[config.mk]
export PLATFORM = sky130hd
export DESIGN_NAME = fetch_buffer
export DESIGN_NICKNAME = d
export VERILOG_FILES = /design/src/rtl/fetch_buffer.sv
export SDC_FILE = /design/constraint.sdc
export NUM_CORES = 1
export LEC_CHECK = 0
export ABC_CLOCK_PERIOD_IN_PS = 10400
export CORE_UTILIZATION = 24
export CTS_BUF_LIST = sky130_fd_sc_hd__clkbuf_4 sky130_fd_sc_hd__clkbuf_8
export DETAILED_ROUTE_END_ITERATION = 8
export SLEW_MARGIN = 0
export SYNTH_ARGS = -nofsm -noshare
export SYNTH_HDL_FRONTEND = slang
export SYNTH_SLANG_ARGS = --single-unit
export TNS_END_PERCENT = 30
[constraint.sdc]
create_clock -name clk -period 10.4 [get_ports clk]
set_input_delay 2.08 -clock clk [delete_from_list [all_inputs] [get_ports clk]]
set_output_delay 2.08 -clock clk [all_outputs]
set_load 0.02 [all_outputs]
[src/rtl/fetch_buffer.sv]
// Fetch buffer: decouples instruction memory requests from decode with a tag FIFO
// for in-flight fetches and a data FIFO for returned instructions. Option: FETCH_BUFFER_BYPASS_EN.
module fetch_buffer #(
    parameter int DATA_WIDTH = 32,
    parameter int DEPTH      = 2
) (
    input  logic                  clk,
    input  logic                  reset,
    input  logic [DATA_WIDTH-1:0] PCF,
    input  logic [DATA_WIDTH-1:0] PCPlus4F,
    output logic                  PCEnF,
    input  logic                  FlushD,
    input  logic                  StallD,
    output logic                  ImemReqValid,
    input  logic                  ImemReqReady,
    output logic [DATA_WIDTH-1:0] ImemAddr,
    input  logic                  ImemRespValid,
    input  logic [DATA_WIDTH-1:0] ImemRespData,
    output logic [DATA_WIDTH-1:0] InstrD,
    output logic [DATA_WIDTH-1:0] PCD,
    output logic [DATA_WIDTH-1:0] PCPlus4D,
    output logic                  ValidD
);
    localparam int PW = $clog2(DEPTH);
    localparam int CW = PW + 1;
    localparam logic [CW-1:0] DEPTH_C = CW'(DEPTH);

    logic [DATA_WIDTH-1:0] r_tag_pc    [DEPTH];
    logic [DATA_WIDTH-1:0] r_tag_pc4   [DEPTH];
    logic [DATA_WIDTH-1:0] r_dat_instr [DEPTH];
    logic [DATA_WIDTH-1:0] r_dat_pc    [DEPTH];
    logic [DATA_WIDTH-1:0] r_dat_pc4   [DEPTH];
    logic [PW-1:0]         r_tag_wr, r_tag_rd, r_dat_wr, r_dat_rd;
    logic [CW-1:0]         r_inflight, r_count, r_drop;
    logic [DATA_WIDTH-1:0] r_hold_instr, r_hold_pc, r_hold_pc4;

    logic                  w_req_fire, w_resp, w_keep, w_bypass, w_push, w_pop;
    logic                  w_valid;
    logic [CW:0]           w_occ;
    logic [DATA_WIDTH-1:0] w_instr, w_pc, w_pc4;
    logic                  w_unused;

    assign w_unused     = ^PCF[1:0];
    assign w_occ        = {1'b0, r_inflight} + {1'b0, r_count};
    assign ImemAddr     = {PCF[DATA_WIDTH-1:2], 2'b00};
    // Credit check uses only registered occupancy: a pop this cycle frees nothing yet.
    assign ImemReqValid = !reset && !FlushD && (w_occ < {1'b0, DEPTH_C});
    assign w_req_fire   = ImemReqValid && ImemReqReady;
    assign PCEnF        = !reset && (w_req_fire || FlushD);
    assign w_resp       = ImemRespValid && !reset;
    assign w_keep       = w_resp && (r_drop == '0) && !FlushD;
`ifdef FETCH_BUFFER_BYPASS_EN
    assign w_bypass     = w_keep && (r_count == '0);
    assign w_push       = w_keep && (!w_bypass || StallD);
`else
    assign w_bypass     = 1'b0;
    assign w_push       = w_keep;
`endif
    assign w_pop        = !reset && !FlushD && (r_count != '0) && !StallD;

    always_comb begin
        w_valid = 1'b0;
        w_instr = r_hold_instr;
        w_pc    = r_hold_pc;
        w_pc4   = r_hold_pc4;
        if (reset) begin
            w_instr = '0;
            w_pc    = '0;
            w_pc4   = '0;
        end else if (r_count != '0) begin
            w_valid = 1'b1;
            w_instr = r_dat_instr[r_dat_rd];
            w_pc    = r_dat_pc[r_dat_rd];
            w_pc4   = r_dat_pc4[r_dat_rd];
        end else if (w_bypass) begin
            w_valid = 1'b1;
            w_instr = ImemRespData;
            w_pc    = r_tag_pc[r_tag_rd];
            w_pc4   = r_tag_pc4[r_tag_rd];
        end
    end

    assign ValidD   = w_valid;
    assign InstrD   = w_instr;
    assign PCD      = w_pc;
    assign PCPlus4D = w_pc4;

    always_ff @(posedge clk) begin
        if (reset) begin
            r_tag_wr     <= '0;
            r_tag_rd     <= '0;
            r_dat_wr     <= '0;
            r_dat_rd     <= '0;
            r_inflight   <= '0;
            r_count      <= '0;
            r_drop       <= '0;
            r_hold_instr <= '0;
            r_hold_pc    <= '0;
            r_hold_pc4   <= '0;
        end else begin
            if (w_req_fire) begin
                r_tag_pc[r_tag_wr]  <= PCF;
                r_tag_pc4[r_tag_wr] <= PCPlus4F;
                r_tag_wr            <= r_tag_wr + PW'(1);
            end
            if (w_resp) begin
                r_tag_rd <= r_tag_rd + PW'(1);
            end
            r_inflight <= r_inflight + CW'(w_req_fire) - CW'(w_resp);

            // Everything still in flight after this cycle is stale and must be discarded.
            if (FlushD) begin
                r_drop <= r_inflight - CW'(w_resp);
            end else if (w_resp && (r_drop != '0)) begin
                r_drop <= r_drop - CW'(1);
            end

            if (FlushD) begin
                r_count  <= '0;
                r_dat_rd <= r_dat_wr;
            end else begin
                if (w_push) begin
                    r_dat_instr[r_dat_wr] <= ImemRespData;
                    r_dat_pc[r_dat_wr]    <= r_tag_pc[r_tag_rd];
                    r_dat_pc4[r_dat_wr]   <= r_tag_pc4[r_tag_rd];
                    r_dat_wr              <= r_dat_wr + PW'(1);
                end
                if (w_pop) begin
                    r_dat_rd <= r_dat_rd + PW'(1);
                end
                r_count <= r_count + CW'(w_push) - CW'(w_pop);
            end

            r_hold_instr <= w_instr;
            r_hold_pc    <= w_pc;
            r_hold_pc4   <= w_pc4;
        end
    end

    always_ff @(posedge clk) begin
        if (!reset) begin
            assert (!(w_push && (r_count == DEPTH_C)));
        end
    end
endmodule

### Word level (Yosys, flattened, before mapping)

Memories as Yosys holds them, arrays and structs flattened. A register that Yosys moved wholly into a read port is not among the register bits.
Index checks and enable logic that the tools add are counted.

* flip-flop bits (word level): 106
* memories kept: 5
* output and inout bits: 131
* bits of input ports: 102
* word-level logic and storage cells: 78
* memory bits (writable): 320

Memory list
* r_dat_instr: words 2, width 32, read ports 1, clocked after Yosys merged registers in 1, wr ports 1, line 30 `logic [DATA_WIDTH-1:0] r_dat_instr [DEPTH];`
* r_dat_pc: words 2, width 32, read ports 1, clocked after Yosys merged registers in 1, wr ports 1, line 31 `logic [DATA_WIDTH-1:0] r_dat_pc [DEPTH];`
* r_dat_pc4: words 2, width 32, read ports 1, clocked after Yosys merged registers in 1, wr ports 1, line 32 `logic [DATA_WIDTH-1:0] r_dat_pc4 [DEPTH];`
* r_tag_pc: words 2, width 32, read ports 1, clocked after Yosys merged registers in 1, wr ports 1, line 28 `logic [DATA_WIDTH-1:0] r_tag_pc [DEPTH];`
* r_tag_pc4: words 2, width 32, read ports 1, clocked after Yosys merged registers in 1, wr ports 1, line 29 `logic [DATA_WIDTH-1:0] r_tag_pc4 [DEPTH];`

* bitwise logic cells: 1
* reductions and logical operators: 21
* add/subtract/negate cells: 11
* magnitude comparators: 1
* multiplexer cells: 29

Operators by type and width (count)
* $mux W32: 6
* $mux W1: 21
* $logic_and A1 B1 Y1: 10
* $reduce_bool A2 Y1: 4
* $sub A2 B1 Y2: 3
* $add A1 B1 Y1 const B: 4
* $add A2 B1 Y2: 2
* $mux W2: 2
* $add A2 B2 Y3: 1
* $logic_not A1 Y1: 3
* $lt A3 B2 Y1 const B: 1
* $logic_not A2 Y1: 1
* $reduce_and A2 Y1: 1
* $reduce_or A2 Y1: 1
* $sub A2 B1 Y2 const B: 1
* $logic_or A1 B1 Y1: 1
* $not A1 Y1: 1

### Depth between registers and ports, before layout

* word-level depth: 8
* gate-level depth with buffers: 9
* depth with buffers taken out: 9

### Worst setup path after synthesis

Ideal clock, no wire load.

* path type: input to register
* from: input reset
* to: memory r_dat_instr[0][0] (enable)
* data required time: 9848 ps
* data arrival time: 6563 ps
* setup time: 552 ps
* path buffers: 1
* stages on the path: 3
* setup slack: 3285 ps
* cells stage by stage: buf_2 -> nand4bb_1 -> nor2_1

* longest elaborated chain between the ends: 8

Ends and longest elaborated chain
* start: declaration: line 8 `input logic reset,`
* $logic_not A1 Y1
* $logic_and A1 B1 Y1: line 50 `assign w_resp = ImemRespValid && !reset;`
* $logic_and A1 B1 Y1 (2 in a row): line 51 `assign w_keep = w_resp && (r_drop == '0) && !FlushD;`
* $mux W1: line 122 `if (w_push) begin`
* $mux W1: line 118 `if (FlushD) begin`
* $mux W1 *: line 89 `if (reset) begin`
* $mux W1 (implied by the code) *: line 123 `r_dat_instr[r_dat_wr] <= ImemRespData;`
* end: declaration: line 30

Mark *: on every way between the ends. The rest lies on a longest branch, timed or not.

### Worst setup path after layout

* from: input reset
* to: output InstrD[12]

* longest elaborated chain between the ends: 1

Ends and longest elaborated chain
* $mux W32: line 66 `if (reset) begin`
* end: declaration: line 19 `output logic [DATA_WIDTH-1:0] InstrD,`

No other way between the ends.

==> metrics <==
initial antenna violation count 5; first-pass GRT wire length around 53 mm; Critical Path Fanout Max ~120; I/O pin count 233; GRT Residual Overflow 0; Seq/Total Area, Yosys 0.744; Critical Path AT around 5500 ps; Syn-to-layout area delta 29.4%; Rel. slew slack 0.313; die footprint 67,000 sq um; RR Endpoint r_tag_pc4[0][18]$_DFFE_PP_; share of cells above drive strength 1 0.174; Clock power frac 0.450; Starting Density 0.244; outcome completed; Final Critical Period roughly 7600 ps; Syn Inst Count a little over 1k; async set-reset flop share out of synthesis 0; Post-CTS Setup Bufs 0; routability cong. about 0.76; Critical Path Source Type primary input; worst hold-check path type reg2reg; Final Skew approximately 38 ps; Cell Chain, Critical Path clkdlybuf4s50_1 -> or2_4 -> buf_4 -> o21ai_0 -> clkdlybuf4s50_1; Final HPWL DP ~22 mm; chip height 259 um; crit path max-delay cell type clkdlybuf4s50_1; synth top area cells edfxtp_1, dfxtp_1, mux2i_1; Int Power between 3 and 4 mW; count of final setup violators 0; via/cell ratio 4.07; initial DRC count approximately 460; wire length per cell between 15 and 20 um; DRC 0; nature of the critical path endpoint primary output; post-route clock period utilization 0.728; commonest non-fill, non-tap cell in the layout edfxtp_1; drt pass-1 iters 5; sw frac 0.221; vias in the first global route between 9k and 10k; TNS Setup 0 ps; Port Buf Inserts 230; root buf cell clkbuf_8; total power between 3 and 4 mW; pin count of the biggest net entering global routing between 100 and 150; Longest Clk Path Bufs 3; post-synth top area cell edfxtp_1; CTS sink count roughly 430; Max Fclk between 0.1 and 0.15 GHz; layout net count approximately 1.4k; Post-synth EDFFs between 300 and 400; CP top delay family buffers and inverters; Final Routed Wirelength between 30 and 40 mm; Mean Syn Cell Area approximately 16 sq um; reg2reg start r_count[0]$_SDFF_PP0_; Worst Hold Path Cells 2; Via Count roughly 9k; Power Dens Cells 189 nW/um^2; hold wc startpoint r_hold_pc[5]$_SDFF_PP0_; Reg power frac 0.493; Post-DRT Antenna Nets 0; Post-Syn Area approximately 16,000 sq um; Worst Path Required ~8300 ps; Max-cap violations 0; Post-synth top flop edfxtp_1; H-tree depth 3; reg-to-reg setup timing slack just over 7000 ps; Synth cell types 32; final instance area 20,500 sq um; clk_lat worst skew between 600 and 700 ps; Rows 93; Tightest Pin Transition just over 1000 ps; Crit Path Class in2out; WHS Endpoint r_hold_pc[5]$_SDFF_PP0_; Core ar. roughly 65,000 sq um; RSZ-0062 raised after global routing no; overall routing resource usage 0.106; Num CTS Buffers 80; cell mode on critical path clkdlybuf4s50_1; worst vdd ir between 0.00008 and 0.00009 V; # fillers roughly 6.4k; Clock transition at path regs 50 ps; DP Area roughly 19,000 sq um; PostCTS Resize Cnt 0; worst-case reg-to-reg path depth 7; CTS hold repair buffers 0; Comb power frac 0.057; Final Hold Fails 0; top cell type's share of synthesized area 0.607; largest stage delay on the critical path around 930 ps; leading cell types in the layout, fill and taps excluded edfxtp_1, clkdlybuf4s50_1, o21ai_0, dfxtp_1; number of synthesized register bits roughly 430; Final Slew Violations 0; CTS tree done; Yosys warning total 0; Sw Pwr approximately 0.85 mW; Worst Path Buf+Inv 3; Die Wd 259 um; Leak 6.76 nW
[how the worst max path moves through the flow]
stage | from | to | slack [ps] | depth (start not counted)
after global routing | reset | InstrD[12] | 2500 | 5
after global placement | reset | PCD[31] | 2890 | 5
after floorplan | reset | r_dat_instr[0][0]$_DFFE_PP_ | 3280 | 3
after detailed placement | reset | InstrD[11] | 2790 | 5
final | reset | InstrD[12] | 2830 | 5
after CTS | reset | InstrD[11] | 2790 | 5
[area by class of cell]
class                      count  area, sq um  area share
antenna                        3         7.51    0.000367
clock buffer                 122         1490      0.0728
clock inverter                28          275      0.0134
inverter                       7         26.3     0.00128
multi-input combinational    499         3430       0.168
sequential                   428        11800       0.575
tap                          855         1070      0.0523
timing repair buffer         242         2390       0.117
[metrics by stage]
step                std cells  hold slack [ps]  utilization  setup WS, ps
global route             2184              465        0.316          2500
CTS                      2181              445        0.316          2790
global placement         2031              423        0.289          2890
finish                   2184              442        0.316          2830
floorplan                1018              415            -          3280
detailed placement       2031              431        0.289          2790
[worst min-delay path: stages, from the launching register on]
cell and delay (ps):
dfxtp_1 300, nand2_1 50, o21ai_0 60
[power by group through the flow]
stage | combinational, mW | sequential, mW | clock [mW]
global route | 0.242 | 1.91 | 1.89
global placement | 0.221 | 1.94 | 0
CTS | 0.228 | 1.91 | 1.81
finish | 0.222 | 1.91 | 1.74
detailed placement | 0.226 | 1.94 | 0
floorplan | 0.139 | 1.93 | 0
[per-layer routing]
layer | track usage | wire [um]
met5 | 0 | 27
met4 | 0.0475 | 909
met3 | 0.0324 | 2080
met2 | 0.183 | 17700
met1 | 0.121 | 14600
[registers in the layout (all words and copies together) (netlist names), named ones only]
signal,count
r_hold_instr,32
r_drop,2
r_dat_pc4,64
r_tag_rd,1
r_count,2
r_tag_pc4,64
r_hold_pc,32
r_dat_rd,1
r_inflight,2
r_dat_pc,64
r_dat_wr,1
r_tag_wr,1
r_tag_pc,64
r_hold_pc4,32
r_dat_instr,64
[kinds of logic after synthesis]
| logic type | after synthesis | share of synthesized area |
|---|---|---|
| fa+ha+maj | 7 | 0.00601 |
| compound gates | 200 | 0.0641 |
| simple gates | 120 | 0.0327 |
| flops | 428 | 0.744 |
| other cells | 1 | 0.000237 |
| xor+xnor | 9 | 0.00498 |
| buf+inv | 91 | 0.0410 |
| mux | 161 | 0.107 |
[synthesized netlist by cell type (all sizes together), types with 6 or more instances]
cell type and n:
buf 77, clkbuf 7, dfxtp 108, edfxtp 320, ha 6, inv 7
mux2 64, mux2i 97, nand2 97, nor2 9, o21ai 192, xnor2 7
No activity file was read; power rests on OpenSTA's default activity.
